### src/rtl/rv32_mem_arbiter.sv
`default_nettype none
// +----------------------------------------------------------------------------+
// | rv32_mem_arbiter: shares one variable-latency memory bus between fetch and |
// | load/store ports. Option: RV32_MEM_ARB_ROUND_ROBIN_EN. Revision: 1.0       |
// +----------------------------------------------------------------------------+
module rv32_mem_arbiter (
  input  logic        clk,
  input  logic        reset_n,
  input  logic        instr_read_en_in,
  input  logic [31:0] instr_address_in,
  output logic        instr_ready_out,
  output logic [31:0] instr_read_value_out,
  input  logic        data_read_en_in,
  input  logic        data_write_en_in,
  input  logic [31:0] data_address_in,
  input  logic [31:0] data_write_value_in,
  input  logic [3:0]  data_write_mask_in,
  output logic        data_ready_out,
  output logic [31:0] data_read_value_out,
  output logic        mem_valid_out,
  output logic        mem_write_en_out,
  output logic [31:0] mem_address_out,
  output logic [31:0] mem_write_value_out,
  output logic [3:0]  mem_write_mask_out,
  input  logic        mem_ready_in,
  input  logic [31:0] mem_read_value_in
);

  localparam logic [1:0] ST_IDLE = 2'd0;
  localparam logic [1:0] ST_BUSY = 2'd1;
  localparam logic [1:0] ST_RESP = 2'd2;

  logic [1:0]  state;
  logic        owner_data;
  logic        data_req;
  logic        any_req;
  logic        grant_data;
  logic        grant_write;
  logic [31:0] grant_address;

  assign data_req = data_read_en_in | data_write_en_in;
  assign any_req  = data_req | instr_read_en_in;

`ifdef RV32_MEM_ARB_ROUND_ROBIN_EN
  logic last_data;

  // On a conflict the port that did not win last time gets the bus.
  assign grant_data = data_req & (~instr_read_en_in | ~last_data);

  always_ff @(posedge clk or negedge reset_n) begin
    if (!reset_n) begin
      last_data <= 1'b0;
    end else if (state == ST_IDLE && any_req) begin
      last_data <= grant_data;
    end
  end
`else
  assign grant_data = data_req;
`endif

  assign grant_write   = grant_data & data_write_en_in;
  assign grant_address = grant_data ? data_address_in : instr_address_in;

  always_ff @(posedge clk or negedge reset_n) begin
    if (!reset_n) begin
      state                <= ST_IDLE;
      owner_data           <= 1'b0;
      instr_ready_out      <= 1'b0;
      instr_read_value_out <= 32'd0;
      data_ready_out       <= 1'b0;
      data_read_value_out  <= 32'd0;
      mem_valid_out        <= 1'b0;
      mem_write_en_out     <= 1'b0;
      mem_address_out      <= 32'd0;
      mem_write_value_out  <= 32'd0;
      mem_write_mask_out   <= 4'd0;
    end else begin
      case (state)
        ST_IDLE: begin
          if (any_req) begin
            owner_data          <= grant_data;
            mem_valid_out       <= 1'b1;
            mem_write_en_out    <= grant_write;
            mem_address_out     <= {grant_address[31:2], 2'b00};
            mem_write_value_out <= grant_write ? data_write_value_in : 32'd0;
            mem_write_mask_out  <= grant_write ? data_write_mask_in : 4'd0;
            state               <= ST_BUSY;
          end
        end
        ST_BUSY: begin
          if (mem_ready_in) begin
            mem_valid_out <= 1'b0;
            if (owner_data) begin
              data_ready_out <= 1'b1;
              if (!mem_write_en_out) begin
                data_read_value_out <= mem_read_value_in;
              end
            end else begin
              instr_ready_out      <= 1'b1;
              instr_read_value_out <= mem_read_value_in;
            end
            state <= ST_RESP;
          end
        end
        ST_RESP: begin
          // Requests are not sampled here so a still-held request is not re-granted.
          instr_ready_out <= 1'b0;
          data_ready_out  <= 1'b0;
          state           <= ST_IDLE;
        end
        default: begin
          state <= ST_IDLE;
        end
      endcase
    end
  end

endmodule
`default_nettype wire

### config.mk
export PLATFORM = sky130hd
export DESIGN_NAME = rv32_mem_arbiter
export DESIGN_NICKNAME = d
export VERILOG_FILES = /design/src/rtl/rv32_mem_arbiter.sv
export SDC_FILE = /design/constraint.sdc
export NUM_CORES = 1
export LEC_CHECK = 0
export BUFFER_PORTS_ARGS = -buffer_cell sky130_fd_sc_hd__buf_2
export CORE_MARGIN = 2
export CORE_UTILIZATION = 40
export DETAILED_ROUTE_END_ITERATION = 10
export PLACE_DENSITY = 0.81
export SYNTH_ARGS = -nofsm -noshare
export SYNTH_HDL_FRONTEND = slang
export SYNTH_SLANG_ARGS = --single-unit
### constraint.sdc
create_clock -name clk -period 2.2 [get_ports clk]
set_input_delay 0.11 -clock clk [delete_from_list [all_inputs] [get_ports clk]]
set_output_delay 0.11 -clock clk [all_outputs]
set_load 0.02 [all_outputs]
==> results of run 1 <==
[cell type report]
class	instances	area, sq um	area share (%)
flip-flops and latches	137	3428	42.17
multi-input cells	215	2043	25.13
repair buffers	311	1798	22.11
clock buffers	19	452.9	5.571
well taps	180	225.2	2.770
clock inverters	11	171.4	2.108
inverters	3	11.26	0.1385
[routing by layer]
metal  wire length (microns)  vias to the layer above  share of wire, %
met1                    5540                     2078                40
met3                     992                       21               7.1
met2                    7050                      163                51
li1                        -                     1959                 -
met5                       0                        -                 0
met4                     309                        0               2.2
[flip-flops by register name, indices dropped and copies added (netlist names)]
register,cells
data_read_value_out,32
instr_read_value_out,32
mem_write_value_out,32
mem_address_out,30
mem_write_mask_out,4
state,2
data_ready_out,1
instr_ready_out,1
mem_valid_out,1
mem_write_en_out,1
owner_data,1
[power groups by stage]
stage	clock network [uW]	registers (uW)	logic, uW
final	2980	4450	5280
after global routing	3190	4600	5620
after CTS	3040	4450	5330
after detailed placement	0	4470	5280
after global placement	0	4380	5150
after floorplan	0	5950	1870
[worst paths after layout]
path                                             to               startpoint  slack (ns)  cells after the start
max                          data_read_value_out[5]                 state[1]        0.59                      4
min                         mem_write_value_out[10]  data_write_value_in[10]        0.02                      3
max reg2reg                  data_read_value_out[5]                 state[1]        0.59                      4
min reg2reg                 mem_write_value_out[25]  mem_write_value_out[25]        0.47                      1
min in group asynchronous   data_read_value_out[23]                  reset_n        0.26                      2
max in group asynchronous  instr_read_value_out[29]                  reset_n        1.24                      3
[cell families after synthesis]
group / count (synthesis) / share of synthesized area (%)
mux: 125 / 25.09
flops: 137 / 61.11
buf+inv: 29 / 2.810
compound gates: 43 / 5.709
other cells: 1 / 0.06684
simple gates: 45 / 5.219
[timing repair]
action / 4_1_cts / 5_1_grt
endpoints found under the hold margin: 130 / 0
hold buffers: 35 / 0
endpoints found under the setup margin: 0 / 0
[placed cells by master (no fill, tap or decap)]
cell type | netlist | final
nand3b_4 | 1 | 1
inv_1 | 3 | 3
clkinv_2 | 0 | 2
conb_1 | 1 | 2
a22o_1 | 1 | 1
or2_1 | 1 | 1
mux2_2 | 125 | 125
nor2_2 | 0 | 3
a31oi_1 | 1 | 1
inv_6 | 0 | 1
clkbuf_16 | 0 | 17
o2bb2ai_1 | 1 | 1
o21ai_0 | 2 | 2
bufinv_16 | 0 | 4
clkinv_4 | 0 | 2
dlygate4sd3_1 | 0 | 35
clkinvlp_4 | 0 | 2
buf_2 | 6 | 266
buf_12 | 0 | 3
a21o_1 | 36 | 36
o31ai_1 | 1 | 1
nor3b_4 | 1 | 1
buf_6 | 3 | 1
nand2_1 | 3 | 3
buf_4 | 5 | 6
o21ai_4 | 0 | 1
dfrtp_1 | 137 | 137
and3_1 | 36 | 36
clkbuf_8 | 0 | 2
[metrics by stage]
| stage | hold WS (ns) | utilization [%] | setup slack (ns) |
|---|---|---|---|
| 6_report | 0.01826 | 59.03 | 0.5940 |
| 5_1_grt | 0.01021 | 59.03 | 0.5071 |
| 4_1_cts | 0.002039 | 59.03 | 0.5835 |
| 3_5_place_dp | 0.1498 | 51.95 | 0.3923 |
| 3_3_place_gp | 0.1294 | 51.95 | 0.4422 |
| 2_1_floorplan | -0.1856 | - | 0.7102 |
[worst register-to-register path: cells and delay by family, from the launching register on]
family,cells,cell delay [ns]
AND/OR/NAND/NOR,2,0.44
buffers and inverters,1,0.23
multiplexers,1,0.41
flip-flops,1,0.41
==> impl_metrics.json, run 1 <==
{
  "status": "completed",
  "p_per_area_mw_per_mm2": 1563,
  "clock_sinks": 137,
  "crit_family": "simple AND/OR/NAND/NOR gates",
  "drt_iter0_drc": 208,
  "hpwl_microns": 9534,
  "antenna_left": 0,
  "cts-htree-levels": 4,
  "first_pass_iters": 4,
  "timing.critical_path.buf_inv": 1,
  "switchingPower_uw": 4740,
  "crit_path_cell_trace": "nand3b_4, nor3b_4, buf_12, mux2_2",
  "grt_max_degree": 68,
  "yosys.area.top_type": "dfrtp_1",
  "clock.fmax_mhz": 622.7,
  "grt_pass1_vias": 4375,
  "antenna_found_initial": 0,
  "grt_first_pass_wirelength_microns": 21470,
  "crit_path_end_kind": "flip-flop",
  "fin_cells": 876,
  "slew_headroom_pct": 59.62,
  "cts.path.max_buffers": 2,
  "internal_power_uw": 7964,
  "fin_area_sq_mm": 0.008130,
  "grt_usage_pct": 18.48,
  "p_leak_uw": 0.004355,
  "routed_wl_microns": 13890,
  "numCtsBuffers": 17,
  "hold_class": "in2reg",
  "cp-start-kind": "flip-flop",
  "period_needed_ns": 1.606,
  "synth_top_area_share_pct": 61.11,
  "critPathKind": "reg2reg",
  "ys_ff_latch": 137,
  "initial_core_util_pct": 40.73,
  "fp.dieH_microns": 122.4,
  "cts_tree": "yes",
  "clockPowerShare_pct": 23.4,
  "irDropWorstVdd_mv": 0.6801,
  "drive_gt1_share_pct": 62.79,
  "synthCells": 380,
  "wl_per_cell_microns": 15.86,
  "postCtsSetupRepairBufs": 0,
  "use_met3_pct": 5.437,
  "num_antenna_cells": 0,
  "slew_viol_final": 0,
  "die_w_microns": 122.4,
  "finalCritPeriodShare_pct": 73.00,
  "cts_resized": 0,
  "path_clk_slew_ns": 0.06,
  "yosys_warnings": 0,
  "rsz0062_at_grt": "false",
  "seq_area_frac_synth_pct": 61.11,
  "synthTopCellsByCount": "dfrtp_1 (137), mux2_2 (125), a21o_1 (36), and3_1 (36), clkbuf_1 (10)",
  "tns_ns": 0,
  "synth_area_sq_mm": 0.005610,
  "grt.busiest_layer": "met2",
  "cp.required_ns": 2.48,
  "worstPathMaxFanout": 32,
  "cap_violations": 0,
  "synth.area.top_cells": "dfrtp_1 (61%), mux2_2 (25%), a21o_1 (4.8%)",
  "dpl_cell_area_sq_mm": 0.007156,
  "syn_avg_cell_area_sq_um": 14.76,
  "dp.cells": 811,
  "clock_latency_ns": 0.40,
  "async_flop_share_pct": 100.0,
  "use_met1_pct": 21.90,
  "root_buffer": "clkbuf_16",
  "setup_viol": 0,
  "hold_viol": 0,
  "yosys_most_used_dff": "dfrtp_1",
  "place_congestion": 0.7871,
  "yosysMostFrequentCell": "dfrtp_1",
  "num_rows": 43,
  "synthToLayoutAreaGrowth_pct": 44.92,
  "dieArea_sq_mm": 0.01499,
  "p_seq_share_pct": 35.0,
  "synth.distinct_cells": 22,
  "gr-total-overflow": 0,
  "worst_pin_slew_ns": 0.6057,
  "layout.nets": 823,
  "worstPathArrival_ns": 1.89,
  "clock_skew_ns": 0.008128,
  "viasPerCell": 4.818,
  "switching_share_pct": 37.31,
  "cp_slowest_cell": "dfrtp_1",
  "nFillCells": 1107,
  "grtUsageMet2_pct": 31.22,
  "core_sq_mm": 0.01377,
  "drc_errors": 0,
  "pwr-share-comb_pct": 41.6,
  "io_pins": 274,
  "synth-edff-count": 0,
  "port_buffers": 267,
  "vias": 4221,
  "p_total_uw": 12700,
  "critPathMaxStageDelay_ns": 0.41
}
(Power assumes the default switching activity.)
==> run 2, diff against run 1 <==
--- a/config.mk
+++ b/config.mk
@@ -5,11 +5,12 @@
 export SDC_FILE = /design/constraint.sdc
 export NUM_CORES = 1
 export LEC_CHECK = 0
+export ABC_AREA = 1
 export BUFFER_PORTS_ARGS = -buffer_cell sky130_fd_sc_hd__buf_2
 export CORE_MARGIN = 2
 export CORE_UTILIZATION = 40
 export DETAILED_ROUTE_END_ITERATION = 10
-export PLACE_DENSITY = 0.81
+export PLACE_DENSITY = 0.83
 export SYNTH_ARGS = -nofsm -noshare
 export SYNTH_HDL_FRONTEND = slang
 export SYNTH_SLANG_ARGS = --single-unit
==> constraint.sdc (replaced) <==
create_clock -name clk -period 1.33 [get_ports clk]
set_input_delay 0.0665 -clock clk [delete_from_list [all_inputs] [get_ports clk]]
set_output_delay 0.0665 -clock clk [all_outputs]
set_load 0.02 [all_outputs]
==> run 2 against run 1 <==
Against the previous run: the run now ends with negative setup slack left; sequential share of layout area down 6.5 points; register-to-register slack lost 0.57 ns; final cell count rose by 52%; power rose by 67%; synthesized cell count rose by 94%; via count up 67%; core utilization increased by 6.6 points; die area grew 7.8%; routed wire length up 64%; setup slack got worse by 0.60 ns; clock power increased by 52%.
==> impl_metrics.json, run 2 <==
{
  "grt_pass1_vias": 6988,
  "viasPerCell": 5.316,
  "slew_viol_final": 0,
  "synth.distinct_cells": 17,
  "crit_end": "mem_address_out[5]",
  "root_buffer": "clkbuf_16",
  "num_antenna_cells": 0,
  "period_needed_ns": 1.339,
  "grt_first_pass_wirelength_microns": 35450,
  "crit_path_start": "instr_address_in[5]",
  "multiInputGateArea_sq_mm": 0.002355,
  "clock_skew_ns": 0.01138,
  "crit_path_cell_trace": "dlygate4sd3_1, buf_2, nand2_1, nand2_1, dlygate4sd3_1, nand2_1, nand2_1",
  "routed_wl_microns": 22740,
  "numCtsBuffers": 17,
  "p_per_area_mw_per_mm2": 2208,
  "cts_tree": "yes",
  "yosys_most_used_dff": "dfrtp_1",
  "synthToLayoutAreaGrowth_pct": 58.53,
  "setup_viol": 1,
  "grt_max_degree": 69,
  "die_w_microns": 127.1,
  "hold_viol": 0,
  "r2r_start": "state[1]",
  "worstPathArrival_ns": 1.65,
  "wl_per_cell_microns": 17.12,
  "rsz0062_at_grt": "true",
  "fin_area_sq_mm": 0.009608,
  "dieArea_sq_mm": 0.01615,
  "synth_top_area_share_pct": 56.56,
  "synth-edff-count": 0,
  "hpwl_microns": 11760,
  "path_clk_slew_ns": 0.06,
  "cap_violations": 0,
  "utilization_pct": 65.61,
  "first_pass_iters": 5,
  "yosysMostFrequentCell": "nand2_1",
  "drt_iter0_drc": 530,
  "clock_latency_ns": 0.42,
  "seq_area_frac_synth_pct": 56.56,
  "synthCells": 739,
  "rrSetupSlack_ns": 0.02,
  "cp_slowest_cell": "dlygate4sd3_1",
  "irDropWorstVdd_mv": 1.098,
  "syn_avg_cell_area_sq_um": 8.201,
  "rr_worst_depth": 5,
  "yosys.area.top_type": "dfrtp_1",
  "clock.fmax_mhz": 746.8,
  "port_buffers": 267,
  "async_flop_share_pct": 100.0,
  "grt_usage_pct": 27.63,
  "initial_core_util_pct": 41.39,
  "gr-total-overflow": 0,
  "synthTopCellsByCount": "nand2_1 (399), dfrtp_1 (137), o21ai_0 (67)",
  "top_regs": "data_read_value_out (32), instr_read_value_out (32), mem_write_value_out (32)",
  "drc_errors": 0,
  "nFillCells": 1043,
  "layout_common_cells": "nand2_1 (396), buf_2 (266), dfrtp_1 (136)",
  "place_congestion": 0.7884,
  "cts-htree-levels": 4,
  "clock_sinks": 137,
  "yosys_warnings": 0,
  "drive_gt1_share_pct": 29.46,
  "worstPathMaxFanout": 1,
  "cp.required_ns": 1.64,
  "dpl_cell_area_sq_mm": 0.007662,
  "critPathMaxStageDelay_ns": 0.58,
  "reg2reg_to": "data_read_value_out[27]",
  "seqCellArea_sq_mm": 0.003430,
  "core_sq_mm": 0.01464,
  "antenna_left": 0,
  "layout.nets": 1269,
  "p_leak_uw": 0.005312,
  "mostFrequentLayoutCell": "nand2_1",
  "finalWorstSetupSlack_ns": -0.009108,
  "antenna_found_initial": 0,
  "crit_path_end_kind": "flip-flop",
  "ys_ff_latch": 137,
  "num_rows": 44,
  "violations": "negative setup slack",
  "synth_area_sq_mm": 0.006061,
  "vias": 7059,
  "fp.dieH_microns": 127.1,
  "hold_class": "in2reg",
  "cp_common_cell": "nand2_1",
  "status": "complete, but fails checks",
  "cp-start-kind": "input port",
  "io_pins": 274,
  "cts.path.max_buffers": 2,
  "finalCritPeriodShare_pct": 100.7,
  "synth.area.top_cells": "dfrtp_1 (57%), nand2_1 (25%), o21ai_0 (5.5%)",
  "p_total_uw": 21210,
  "critPathKind": "in2reg"
}
## run 2: cell count changes after synthesis, sizes merged, moves of 35 or more
cell,previous run,this run
nand2,3,401
mux2,125,0
o21ai,3,67
a21o,36,0
and3,36,0
nand3b,1,36
## run 2: metal layers
layer  vias to the layer above  share of wire, %  global-route usage (%)
met1                      3276                37                   33.24
met3                       101                10                   6.658
met4                         0               4.4                   14.29
met5                         -                 0                       0
li1                       3115                 -                       -
met2                       567                49                   46.33
## run 2: how the worst min path moves through the flow
stage          slack [ns]  depth (start not counted)                 from                 endpoint
6_report             0.11                          5  data_address_in[11]      mem_address_out[11]
5_1_grt              0.12                          5  data_address_in[11]      mem_address_out[11]
4_1_cts             0.008                          5  data_address_in[11]      mem_address_out[11]
3_5_place_dp        -0.02                          1              reset_n  data_read_value_out[11]
3_3_place_gp        -0.02                          1              reset_n  instr_read_value_out[9]
2_1_floorplan       -0.23                          0              reset_n   data_read_value_out[0]
## run 2: layout make-up
type | count | area share (%)
inverters | 7 | 0.2735
well taps | 184 | 2.396
clock buffers | 18 | 4.467
multi-input cells | 545 | 24.51
repair buffers | 423 | 31.25
clock inverters | 14 | 1.406
flip-flops and latches | 137 | 35.69
## run 2: metrics by stage
stage	setup TNS [ns]	worst slack (ns)	hold WS [ns]	instances
after floorplan	0	0.1668	-0.2291	740
after global placement	0	0.1116	-0.01729	1163
after detailed placement	0	0.06202	-0.02058	1163
after CTS	0	0.008292	0.007636	1325
after global routing	-0.6930	-0.04104	0.1219	1328
final	-0.009108	-0.009108	0.1122	1328
## run 2: worst max-delay path: cells and delay by family
kind          cells  cell delay, ns
simple gates      4            0.26
buf+inv           3            1.31
## run 2: power by group
group	switching, uW	internal (uW)
Sequential	1080	6000
Clock	1910	2610
Combinational	6350	3260
## run 2: repair_timing
action                                  CTS  global route
hold buffers                            130             0
endpoints found under the setup margin    0            68
hold endpoints to repair                271             0
gates resized for setup                   0            10
buffers inserted                          0             1
## run 2: cells by family after synthesis
| family | after synthesis | synth area share [%] |
|---|---|---|
| buffers and inverters | 58 | 4.975 |
| and+or+nand+nor | 476 | 32.87 |
| DFF | 137 | 56.56 |
| other | 1 | 0.06187 |
| AOI/OAI and AO/OA | 67 | 5.533 |
==> run 3, diff against run 2 <==
--- a/config.mk
+++ b/config.mk
@@ -10,7 +10,7 @@
 export CORE_MARGIN = 2
 export CORE_UTILIZATION = 40
 export DETAILED_ROUTE_END_ITERATION = 10
-export PLACE_DENSITY = 0.83
+export PLACE_DENSITY = 0.7
 export SYNTH_ARGS = -nofsm -noshare
 export SYNTH_HDL_FRONTEND = slang
 export SYNTH_SLANG_ARGS = --single-unit
==> run 3 against run 2 <==
Against the previous run: the run now ends clean; routed wire length fell by 8.8%; clock power barely moved; sequential power fell by 1%; critical path depth fell by 2; final cell count fell by 0.30%; critical path type is now reg2reg.
==> impl_metrics.json, run 3 (same netlist as run 2, synthesis figures left out) <==
{
  "antenna_left": 0,
  "critPathKind": "reg2reg",
  "numCtsBuffers": 17,
  "clock.fmax_mhz": 795.7,
  "p_leak_uw": 0.005294,
  "p_total_uw": 20740,
  "cts.path.max_buffers": 2,
  "cts-htree-levels": 4,
  "vias": 6604,
  "fp.dieH_microns": 127.1,
  "antenna_found_initial": 0,
  "layout.nets": 1267,
  "drive_gt1_share_pct": 28.86,
  "finalCritPeriodShare_pct": 94.49,
  "grtUsageMet2_pct": 41.75,
  "cp.required_ns": 1.61,
  "grt_usage_pct": 25.75,
  "cap_violations": 0,
  "rsz0062_at_grt": "false",
  "clock_latency_ns": 0.41,
  "worstPathArrival_ns": 1.54,
  "path_clk_slew_ns": 0.06,
  "num_rows": 44,
  "cts_tree": "yes",
  "drt_iter0_drc": 438,
  "port_buffers": 267,
  "period_needed_ns": 1.257,
  "crit_path_end_kind": "flip-flop",
  "hold_viol": 0,
  "io_pins": 274,
  "setup_viol": 0,
  "die_w_microns": 127.1,
  "routed_wl_microns": 20730,
  "critPathMaxStageDelay_ns": 0.44,
  "mostFrequentLayoutCell": "nand2_1",
  "tns_ns": 0,
  "dp.cells": 1162,
  "root_buffer": "clkbuf_16",
  "grt_pass1_vias": 6612,
  "core_sq_mm": 0.01464,
  "crit_family": "simple AND/OR/NAND/NOR gates",
  "timing.critical_path.buf_inv": 1,
  "p_per_area_mw_per_mm2": 2168,
  "cp-start-kind": "flip-flop",
  "wl_per_cell_microns": 15.66,
  "use_met3_pct": 6.910,
  "cp_common_cell": "nand2_1",
  "grt_max_degree": 53,
  "hold_class": "in2reg",
  "status": "completed",
  "grt_first_pass_wirelength_microns": 33020,
  "worstPathMaxFanout": 52,
  "first_pass_iters": 6,
  "hpwl_microns": 11920,
  "slew_viol_final": 0,
  "pre_cts_ws_ns": 0.05765,
  "num_antenna_cells": 0,
  "gr-total-overflow": 0,
  "cp_slowest_cell": "dfrtp_2",
  "initial_core_util_pct": 41.39,
  "drc_errors": 0,
  "utilization_pct": 65.33,
  "finalWorstSetupSlack_ns": 0.07332,
  "synthToLayoutAreaGrowth_pct": 57.84,
  "rrSetupSlack_ns": 0.07,
  "fin_cells": 1324,
  "irDropWorstVdd_mv": 1.248,
  "nFillCells": 1149,
  "dieArea_sq_mm": 0.01615,
  "postCtsSetupRepairBufs": 0,
  "place_congestion": 0.8081,
  "grt.busiest_layer": "met2",
  "clock_skew_ns": 0.006390,
  "viasPerCell": 4.988,
  "use_met1_pct": 32.85,
  "clock_sinks": 137,
  "crit_path_cell_trace": "nor2_4, nand2_2, buf_12, nand2_1, nand2_1",
  "layout_common_cells": "nand2_1 (398), buf_2 (266), dfrtp_1 (136)",
  "top_regs": "data_read_value_out (32), instr_read_value_out (32), mem_write_value_out (32)"
}
run 3: worst reg2reg max path: stages (launching register included):
cell     delay, ns
dfrtp_2       0.44
nor2_4        0.19
nand2_2       0.11
buf_12        0.19
nand2_1       0.13
nand2_1       0.08
run 3: stage by stage:
stage	hold WS [ns]	instance area (sq um)
floorplan	-0.2291	6065
global placement	-0.01803	7667
detailed placement	-0.02154	7667
CTS	0.02123	9538
global route	0.03101	9567
finish	0.03056	9567
run 3: area by class of cell:
| type | instances | area [sq um] | area share, % |
|---|---|---|---|
| flip-flops and latches | 137 | 3430 | 35.85 |
| repair buffers | 421 | 2982 | 31.17 |
| multi-input cells | 545 | 2340 | 24.46 |
| clock buffers | 21 | 460.4 | 4.813 |
| well taps | 184 | 230.2 | 2.406 |
| clock inverters | 9 | 98.84 | 1.033 |
| inverters | 7 | 26.28 | 0.2747 |
run 3: power breakdown:
group | leakage, uW | switching (uW) | internal (uW)
registers | 0.00172 | 996 | 6010
logic | 0.00329 | 6080 | 3130
clock network | 0.000282 | 1710 | 2820
total | 0.00529 | 8780 | 12000
run 3: routing by layer:
layer / wire [microns] / up-vias
met5: 0 / -
met4: 635 / 0
met3: 1710 / 56
met2: 9774 / 392
met1: 8614 / 3057
li1: - / 3099
run 3: final timing paths:
path | depth (start not counted) | from | end
setup / recovery | 5 | state[0] | mem_write_value_out[15]
hold / removal | 5 | data_address_in[31] | mem_address_out[31]
setup reg to reg | 5 | state[0] | mem_write_value_out[15]
hold reg to reg | 2 | mem_write_value_out[25] | mem_write_value_out[25]
max in group asynchronous | 3 | reset_n | state[0]
min in group asynchronous | 2 | reset_n | instr_read_value_out[1]
run 3: repair_timing:
action,in CTS,in global routing
hold buffers,131,0
setup endpoints to repair,0,31
hold endpoints to repair,271,0
gates resized for setup,0,3
